**src/rtl/pc_unit_ras.sv**
```systemverilog
// -----------------------------------------------------------------------------
// pc_unit_ras
//
// Next-PC generator for the multicycle core. Holds the architectural PC and
// the exception PC (EPC), and contains a small circular return-address stack
// (RAS) that predicts return targets for jr-style returns.
//
// The next PC is chosen from seven sources. An exception request overrides
// the source select and forces a PC load.
//
// Parameters
//   RESET_PC    : PC value after reset
//   EXC_VECTOR  : exception entry address
//   RAS_DEPTH   : number of RAS entries (power of two, >= 2)
//
// Ports
//   i_clk          : clock, rising edge
//   i_rst          : synchronous active-high reset
//   i_pc_write     : load o_next_pc into o_pc at this edge
//   i_pc_src[2:0]  : next-PC source select
//   i_alu_out      : current ALU result (PC+4 during fetch)
//   i_alu_out_reg  : registered ALU result (branch target)
//   i_jump_addr    : instruction[25:0] for j/jal
//   i_rs_data      : register-file rs value (jr target, RAS fallback)
//   i_ras_push     : push the current PC onto the RAS
//   i_exc_req      : exception request, overrides i_pc_src/i_pc_write
//   o_pc           : PC register
//   o_next_pc      : combinational selected next PC
//   o_epc          : exception PC register
//   o_ras_count    : number of valid RAS entries
//   o_ras_empty    : RAS holds no entries
//   o_ras_full     : RAS holds RAS_DEPTH entries
//   o_misaligned   : o_next_pc is not word aligned (advisory only)
// -----------------------------------------------------------------------------
module pc_unit_ras #(
    parameter logic [31:0] RESET_PC   = 32'h0000_0000,
    parameter logic [31:0] EXC_VECTOR = 32'h0000_0180,
    parameter int          RAS_DEPTH  = 4
) (
    input  logic                         i_clk,
    input  logic                         i_rst,
    input  logic                         i_pc_write,
    input  logic [2:0]                   i_pc_src,
    input  logic [31:0]                  i_alu_out,
    input  logic [31:0]                  i_alu_out_reg,
    input  logic [25:0]                  i_jump_addr,
    input  logic [31:0]                  i_rs_data,
    input  logic                         i_ras_push,
    input  logic                         i_exc_req,
    output logic [31:0]                  o_pc,
    output logic [31:0]                  o_next_pc,
    output logic [31:0]                  o_epc,
    output logic [$clog2(RAS_DEPTH):0]   o_ras_count,
    output logic                         o_ras_empty,
    output logic                         o_ras_full,
    output logic                         o_misaligned
);

    localparam int PW = $clog2(RAS_DEPTH);
    localparam int CW = PW + 1;

    localparam logic [2:0] SRC_INC  = 3'b000;
    localparam logic [2:0] SRC_BR   = 3'b001;
    localparam logic [2:0] SRC_J    = 3'b010;
    localparam logic [2:0] SRC_JR   = 3'b011;
    localparam logic [2:0] SRC_RAS  = 3'b100;
    localparam logic [2:0] SRC_EXC  = 3'b101;
    localparam logic [2:0] SRC_ERET = 3'b110;
    localparam logic [2:0] SRC_INC2 = 3'b111;

    localparam logic [CW-1:0] COUNT_MAX = CW'(RAS_DEPTH);

    // Architectural state
    logic [31:0]   r_pc;
    logic [31:0]   r_epc;
    logic [PW-1:0] r_top;
    logic [CW-1:0] r_count;
    logic [31:0]   r_ras [RAS_DEPTH];

    // Combinational helpers
    logic [31:0]   w_next_pc;
    logic [31:0]   w_ras_top;
    logic          w_ras_valid;
    logic          w_ras_full;
    logic          w_pop_req;
    logic          w_pop;
    logic          w_replace;
    logic          w_push;
    logic          w_pop_only;
    logic [PW-1:0] w_top_inc;
    logic [PW-1:0] w_top_dec;
    logic [PW-1:0] w_wr_idx;
    logic          w_pc_load;
    logic          w_epc_load;

    assign w_ras_top   = r_ras[r_top];
    assign w_ras_valid = (r_count != '0);
    assign w_ras_full  = (r_count == COUNT_MAX);

    assign w_top_inc = r_top + 1'b1;
    assign w_top_dec = r_top - 1'b1;

    // A pop only happens on an actual PC load from the RAS source, and an
    // exception in the same cycle cancels it.
    assign w_pop_req = (i_pc_src == SRC_RAS) && i_pc_write && !i_exc_req;
    assign w_pop     = w_pop_req && w_ras_valid;

    // Push and pop together: the return consumes the old top and the call
    // deposits its link in the same slot, so depth is unchanged. On an empty
    // stack there is nothing to consume and it degenerates into a plain push.
    assign w_replace  = i_ras_push && w_pop;
    assign w_push     = i_ras_push && !w_pop;
    assign w_pop_only = w_pop && !i_ras_push;

    assign w_wr_idx = w_replace ? r_top : w_top_inc;

    assign w_pc_load  = i_pc_write || i_exc_req;
    assign w_epc_load = i_exc_req || ((i_pc_src == SRC_EXC) && i_pc_write);

    // Next-PC selection; the exception request overrides the source select.
    always_comb begin
        w_next_pc = i_alu_out;
        if (i_exc_req) begin
            w_next_pc = EXC_VECTOR;
        end else begin
            case (i_pc_src)
                SRC_INC:  w_next_pc = i_alu_out;
                SRC_BR:   w_next_pc = i_alu_out_reg;
                SRC_J:    w_next_pc = {r_pc[31:28], i_jump_addr, 2'b00};
                SRC_JR:   w_next_pc = i_rs_data;
                SRC_RAS:  w_next_pc = w_ras_valid ? w_ras_top : i_rs_data;
                SRC_EXC:  w_next_pc = EXC_VECTOR;
                SRC_ERET: w_next_pc = r_epc;
                SRC_INC2: w_next_pc = i_alu_out;
                default:  w_next_pc = i_alu_out;
            endcase
        end
    end

    // PC and EPC registers
    always_ff @(posedge i_clk) begin
        if (i_rst) begin
            r_pc  <= RESET_PC;
            r_epc <= '0;
        end else begin
            if (w_pc_load) begin
                r_pc <= w_next_pc;
            end
            if (w_epc_load) begin
                r_epc <= r_pc;
            end
        end
    end

    // RAS pointer and occupancy. When full, a push still advances the top and
    // thereby overwrites the oldest entry; the count simply saturates.
    always_ff @(posedge i_clk) begin
        if (i_rst) begin
            r_top   <= '0;
            r_count <= '0;
        end else if (w_push) begin
            r_top <= w_top_inc;
            if (!w_ras_full) begin
                r_count <= r_count + 1'b1;
            end
        end else if (w_pop_only) begin
            r_top   <= w_top_dec;
            r_count <= r_count - 1'b1;
        end
    end

    // RAS storage. Contents are don't-care after reset, so the array carries
    // no reset and maps onto plain distributed storage.
    always_ff @(posedge i_clk) begin
        if (!i_rst && i_ras_push) begin
            r_ras[w_wr_idx] <= r_pc;
        end
    end

    assign o_pc         = r_pc;
    assign o_next_pc    = w_next_pc;
    assign o_epc        = r_epc;
    assign o_ras_count  = r_count;
    assign o_ras_empty  = !w_ras_valid;
    assign o_ras_full   = w_ras_full;
    assign o_misaligned = (w_next_pc[1:0] != 2'b00);

endmodule

```
**config.mk**
```make
export PLATFORM = sky130hd
export DESIGN_NAME = pc_unit_ras
export DESIGN_NICKNAME = d
export VERILOG_FILES = /design/src/rtl/pc_unit_ras.sv
export SDC_FILE = /design/constraint.sdc
export NUM_CORES = 1
export LEC_CHECK = 0
export ABC_AREA = 1
export BUFFER_PORTS_ARGS = -buffer_cell sky130_fd_sc_hd__buf_4
export CAP_MARGIN = 0
export CELL_PAD_IN_SITES_DETAIL_PLACEMENT = 1
export CELL_PAD_IN_SITES_GLOBAL_PLACEMENT = 1
export CORE_UTILIZATION = 39
export CTS_BUF_LIST = sky130_fd_sc_hd__clkbuf_8 sky130_fd_sc_hd__clkbuf_16
export CTS_CLUSTER_DIAMETER = 200
export DETAILED_ROUTE_END_ITERATION = 8
export PLACE_DENSITY_LB_ADDON = 0.1
export SYNTH_ARGS = -nofsm -noshare
export SYNTH_HDL_FRONTEND = slang
export SYNTH_SLANG_ARGS = --single-unit
```
**constraint.sdc**
```tcl
create_clock -name i_clk -period 4 [get_ports i_clk]
set_input_delay 0.6 -clock i_clk [delete_from_list [all_inputs] [get_ports i_clk]]
set_output_delay 0.6 -clock i_clk [all_outputs]
set_load 0.005 [all_outputs]
```
==> metrics.md, run 1 <==
| Metric | Value |
|---|---|
| Synth cell types | 29 |
| Final net count | 1635 |
| Post-synth EDFFs | 128 |
| Min-delay src | i_rst |
| Top cell by count, worst path | buf_4 |
| Worst Setup Path Type | input pin to output pin |
| Yosys reg bits | 199 |
| # H-tree levels | 4 |
| Switching share of power | 0.301 |
| Initial antenna violation count | 0 |
| Psw | ~0.0015 W |
| Gr ovfl total | 0 |
| DR iter-0 viols | 642 |
| Most frequent cell after synthesis | nand2_1 |
| Slew @ Worst Pin | 1.10 ns |
| Hpwl dp | roughly 24 mm |
| CP Capture Type | output pin |
| Synth Area per Inst | between 7 and 8 µm² |
| Worst R2R Start | o_ras_count[2] |
| Clk_lat worst skew | 0.44 ns |
| # Post-CTS Setup Buffers | 0 |
| Flop pwr share | 0.479 |
| RSZ-0062 raised after global routing | false |
| Starting Density | 0.397 |
| R2r setup slk | 0.88 ns |
| Slew Viols, Final | 0 |
| Top cell type's share of synthesized area | 0.384 |
| Fill cell count | 3108 |
| Die height | 162 µm |
| Ys flop type | edfxtp_1 |
| Slowest stage delay, CP | ~0.60 ns |
| Largest net degree at the start of global routing | 59 |
| Pre-antenna DRT Iters | 5 |
| Synth cell count leaders | nand2_1 (328), nor2_1 (242), inv_1 (140) |
| Area contributors post-synth | edfxtp_1 (38%), dfxtp_1 (14%), nand2_1 (12%) |
| Share of layout cells above drive strength 1 | 0.202 |
| Vias in the first global route | 9970 |
| Syn Nets | ~1400 |
| Sink Count | 199 |
| Num CTS Buffers | 17 |
| Die ar. | 26300 µm² |
| Worst path cell trace | buf_4, inv_2, buf_4, nand3_2, o21ai_0, nor2_1, nand3_1, nand2_1, inv_1, buf_4 |
| Clock power share | 0.334 |
| Post-CTS sizing | 0 |
| CP Launch Type | input pin |
| Root Driver | clkbuf_16 |
| Setup TNS | 0 ns |
| Total Wirelength | 36.6 mm |
| CTS max path bufs | 2 |
| Post-synthesis sequential area ratio | 0.526 |
| Outcome | completed |
| Final setup violation count | 0 |
| CTS hold repair buffers | 0 |
| Reg2reg end | r_ras[0][8] |
| Ys Warns | 0 |
| Gr usage total | 0.281 |
| N_diodes | 0 |
| Die Width | approximately 160 µm |
| Syn-to-layout area delta | 26.2% |
| Asr flop ratio synth | 0 |
| Ratio of total power to cell area | 398 nW/µm² |
| Reg2Reg Depth | 9 |
| IO Pins | 232 |
| Relative slew slack | 0.268 |
| Clock-pin slew on the worst setup and hold paths | 0.08 ns |
| Number of remaining DRC errors | 0 |
| Syn Std Cell Area | 10000 µm² |
| Hold Crit Class | input pin to flop |
| Combinational fraction of design power | 0.187 |
| Hold EP | o_pc[25] |
| Yosys top cell by area | edfxtp_1 |
| Core area | 25200 µm² |
| Fin crit period | 3.29 ns |
| First-pass GRT wire length | 55.7 mm |
| Clock Skews | ~0.012 ns |
| Placed cell count | 1811 |
| Via count | approximately 9600 |
| Finished Layout Cells | ~1800 |
| P_int | 0.00351 W |
| Vias per cell | 5.20 |
| Buffers on Ports | between 200 and 250 |
| Max Cap Viol | 0 |
| Standby leakage power | 6.00 nW |
| Gate Count Post-Synth | about 1300 |
| Tcrit/Tclk final | 0.824 |
| Routed Antenna Nets | 0 |
| GP Congestion | just over 0.8 |
| Worst EP arrival | about 2.7 ns |
| Worst-path fanout max | 24 |
| Wire per inst | 19.9 µm |
| Slowest stage cell, crit path | nand3_2 |
| Fmax | 304 MHz |
| TritonCTS clock tree | yes |
| Maximum vdd drop | 284 µV |
| Worst EP required | 3.40 ns |
| WHS Path Cells | 2 |
| Hold Fails Final Rpt | 0 |
| Rows | 58 |
placed cells by master, fill, tap and decap left out, types with 2 or more instances in the layout:
cell type,synthesis,routed
nand2_1,328,328
buf_4,3,254
nor2_1,242,238
inv_1,140,141
edfxtp_1,128,128
o21ai_0,94,94
nand3_1,83,83
dfxtp_1,71,69
a21oi_1,43,43
nand4_1,31,31
o21ai_1,24,24
clkbuf_16,0,17
nand3b_1,8,8
and2_1,8,8
inv_2,5,6
nor2_4,0,5
ha_1,5,5
inv_8,0,4
xnor2_1,3,3
clkinv_4,0,3
inv_6,0,3
nand2_2,2,2
buf_12,0,2
worst max path at each step:
stage              startpoint             to  slack (ns)  cells past startpoint
5_1_grt           i_pc_src[0]  o_next_pc[10]        0.55                     10
3_5_place_dp      i_pc_src[2]   r_ras[0][16]        0.60                     10
3_3_place_gp      i_pc_src[2]   r_ras[0][18]        0.68                     10
6_report          i_pc_src[0]  o_next_pc[10]        0.71                     10
4_1_cts        o_ras_count[2]   o_misaligned        0.72                      9
2_1_floorplan     i_pc_src[2]    r_ras[3][0]        0.36                     10
cell type report:
type                            instances  area, µm²  area share
Clock buffer                           18        439      0.0348
Sequential cell                       199       5270       0.417
Clock inverter                         14        119     0.00942
Timing Repair Buffer                  256       1950       0.154
Multi-Input combinational cell        881       3890       0.308
Tap cell                              330        413      0.0327
Inverter                              145        544      0.0431
metal layers:
layer / up-vias / share of wire / global-route usage
met1: 4660 / 0.43 / 0.355
met5: - / 0 / 0
li1: 4572 / - / -
met3: 61 / 0.049 / 0.0388
met2: 298 / 0.50 / 0.489
met4: 0 / 0.026 / 0.103
critical path, delay by kind of cell:
family | cells | cell delay (ns)
AO/OA/AOI/OAI | 1 | 0.42
AND/OR/NAND/NOR | 4 | 0.90
buffers and inverters | 5 | 0.75
flip-flops by register name, indices dropped and copies added, names as in the netlist, named ones only:
signal,flops
o_ras_count,3
o_pc,32
o_epc,32
r_ras,128
r_top,2
cell families (layout without fill, tap and decap cells):
group | count (synthesis) | after routing | synth area share
AO/OA/AOI/OAI | 164 | 164 | 0.0829
XOR/XNOR | 4 | 4 | 0.00350
adder cells (fa/ha/maj) | 5 | 5 | 0.00625
buffers and inverters | 223 | 433 | 0.0896
flip-flops | 199 | 199 | 0.526
AND/OR/NAND/NOR | 708 | 708 | 0.291
stage by stage:
stage / hold slack (ns) / power (W) / util / setup WS, ns / cell area, µm²
floorplan: 0.455 / 0.00290 / - / 0.362 / 10000
global placement: 0.501 / 0.00336 / 0.479 / 0.675 / 12100
detailed placement: 0.515 / 0.00339 / 0.479 / 0.597 / 12100
CTS: 0.463 / 0.00505 / 0.501 / 0.719 / 12600
global route: 0.470 / 0.00523 / 0.501 / 0.551 / 12600
finish: 0.483 / 0.00502 / 0.501 / 0.706 / 12600
power by group through the flow:
stage | clock (W) | sequential [W] | combinational (W)
floorplan | 0 | 0.00241 | 0.000489
global placement | 0 | 0.00245 | 0.000911
detailed placement | 0 | 0.00245 | 0.000936
CTS | 0.00170 | 0.00241 | 0.000942
global route | 0.00177 | 0.00242 | 0.00103
finish | 0.00168 | 0.00241 | 0.000937
Power figures use the tool's default switching activity.
==> inputs of run 2 (changes only) <==
Settings changed: ABC_AREA 1 to 0, CORE_UTILIZATION 39 to 43.
Clock period 4 ns to 3.2 ns, I/O delays scaled along.
==> metrics.md, run 2 <==
| Metric | Value |
|---|---|
| Outcome | completed |
| Clock-pin slew on the worst setup and hold paths | roughly 0.080 ns |
| CTS max path bufs | 2 |
| Slew @ Worst Pin | 1.07 ns |
| Routed Antenna Nets | 0 |
| CTS hold repair buffers | 0 |
| Finished Layout Cells | ~1300 |
| Final setup violation count | 0 |
| Wire per inst | ~24 µm |
| Clock Skews | 0.0145 ns |
| Synth Area per Inst | 11.8 µm² |
| Starting Density | 0.439 |
| Pre-CTS setup slack | 0.230 ns |
| Initial antenna violation count | 1 |
| Vias per cell | 5.94 |
| Number of remaining DRC errors | 0 |
| Final net count | 1183 |
| Most frequent cell after synthesis | edfxtp_1 |
| Worst path cell trace | or3_4, and2_2, buf_4, a221oi_2, o22ai_1, buf_4 |
| Final setup margin | 0.272 ns |
| Buffers on Ports | 231 |
| Syn-to-layout area delta | 27.3% |
| Placed cell count | 1314 |
| Worst EP required | 2.72 ns |
| GP Congestion | between 0.8 and 0.9 |
| Relative slew slack | 0.286 |
| Worst EP arrival | 2.45 ns |
| DR iter-0 viols | between 400 and 500 |
| Hpwl dp | roughly 21 mm |
| CP Capture Type | output pin |
| Worst-path fanout max | 31 |
| Syn Nets | 978 |
| First-pass GRT wire length | 48.5 mm |
| Pre-antenna DRT Iters | 5 |
| Via count | 8006 |
| Fin crit period | about 2.9 ns |
| Synth cell types | 52 |
| # H-tree levels | 4 |
| # Post-CTS Setup Buffers | 0 |
| Ratio of total power to cell area | 473 nW/µm² |
| Yosys reg bits | 199 |
| Sink Count | approximately 200 |
| Syn Std Cell Area | 9980 µm² |
| Largest net degree at the start of global routing | approximately 100 |
| Ys Warns | 0 |
| Post-synthesis sequential area ratio | 0.528 |
| Dpl cell area | 12100 µm² |
| Worst Setup Path Type | flop to output pin |
| Vias in the first global route | 8507 |
| Core area | 22700 µm² |
| Area contributors post-synth | edfxtp_1 (39%), dfxtp_1 (14%), mux4_2 (7.2%) |
| Yosys top cell by area | edfxtp_1 |
| Maximum vdd drop | 308 µV |
| Die height | 154 µm |
| Root Driver | clkbuf_16 |
| Finished Cell Area | between 10000 and 15000 µm² |
| Share of layout cells above drive strength 1 | 0.404 |
| Top cell type's share of synthesized area | 0.385 |
| Fill cell count | 2422 |
| Gr usage total | 0.269 |
| Ys flop type | edfxtp_1 |
| Most flop-heavy register | r_ras |
| TritonCTS clock tree | yes |
| Post-synth EDFFs | approximately 130 |
| Asr flop ratio synth | 0 |
| Top cell by count, worst path | buf_4 |
| Gr ovfl total | 0 |
| Synth cell count leaders | edfxtp_1 (128), nand2_1 (101), a21oi_1 (92) |
| WHS | 0.363 ns |
| Slew Viols, Final | 0 |
| Commonest non-fill, non-tap cells in the layout | buf_4 (250), edfxtp_1 (128), nand2_1 (101), a21oi_1 (92), nor2_1 (72) |
| Slowest stage cell, crit path | or3_4 |
| Slowest stage delay, CP | approximately 0.41 ns |
| Max reg flops | 128 |
| Clk_lat worst skew | about 0.44 ns |
| Hold Crit Class | input pin to flop |
| Rows | 55 |
| Hold Fails Final Rpt | 0 |
| Fmax | 342 MHz |
| RSZ-0062 raised after global routing | false |
| Gate Count Post-Synth | 843 |
| Die ar. | 23800 µm² |
| Post-CTS sizing | 0 |
| Tcrit/Tclk final | 0.915 |
| Die Width | between 150 and 200 µm |
| CP Launch Type | flop |
| Max Cap Viol | 0 |
| Total Wirelength | 31.8 mm |
| Standby leakage power | 4.73 nW |
| IO Pins | 232 |
| Num CTS Buffers | 17 |
| Fin util | 0.559 |
| Commonest non-fill, non-tap cell in the layout | buf_4 |
-- run 2: worst paths after layout --
| kind | from | endpoint | slack [ns] | cells past startpoint |
|---|---|---|---|---|
| worst min register to register | o_epc[23] | o_epc[23] | 0.47 | 2 |
| worst max register to register | o_ras_count[0] | r_ras[0][1] | 0.33 | 8 |
| worst min-delay path | i_rs_data[21] | o_pc[21] | 0.36 | 3 |
| worst max-delay path | o_ras_count[0] | o_misaligned | 0.27 | 6 |
-- run 2: through the flow --
step                      TNS (ns)  power (W)
after floorplan             -0.581    0.00346
after global placement           0    0.00391
after detailed placement         0    0.00393
after CTS                        0    0.00605
after global routing             0    0.00622
final                            0    0.00601
-- run 2: kinds of logic after synthesis --
family	after synthesis	share of synthesized area
buffers and inverters	105	0.0475
adders and majority gates	5	0.00627
xor gates and xnor gates	4	0.00351
and+or+nand+nor	207	0.0875
DFF	199	0.528
AOI/OAI and AO/OA	258	0.219
muxes	65	0.109
-- run 2: cell type report --
| class | count | area, µm² | area share |
|---|---|---|---|
| well taps | 285 | 357 | 0.0281 |
| repair buffers | 259 | 2060 | 0.162 |
| clock inverters | 15 | 156 | 0.0123 |
| inverters | 32 | 120 | 0.00946 |
| multi-input cells | 539 | 4310 | 0.340 |
| flip-flops and latches | 199 | 5270 | 0.415 |
| diodes | 1 | 2.50 | 0.000197 |
| clock buffers | 17 | 425 | 0.0335 |
-- run 2: metal layers --
metal  GRT usage  wire length (µm)  share of wire
met1       0.345             13700           0.43
met2       0.465             15900           0.50
met3      0.0454              1560          0.049
met4      0.0820               693          0.022
met5           0                 0              0
-- run 2: worst max-delay path: cells and delay by family (launching register included) --
family / cells / cell delay [ns]
compound gates: 2 / 0.54
buf+inv: 2 / 0.48
flops: 1 / 0.37
simple gates: 2 / 0.60
-- run 2: report_power, final --
part | leakage [nW] | total (W) | switching (W) | internal (W)
Combinational | 2.65 | 0.000992 | 0.000518 | 0.000474
Clock | 0.285 | 0.00214 | 0.00109 | 0.00105
Sequential | 1.79 | 0.00288 | 0.0000757 | 0.00280
Total | 4.73 | 0.00601 | 0.00168 | 0.00433
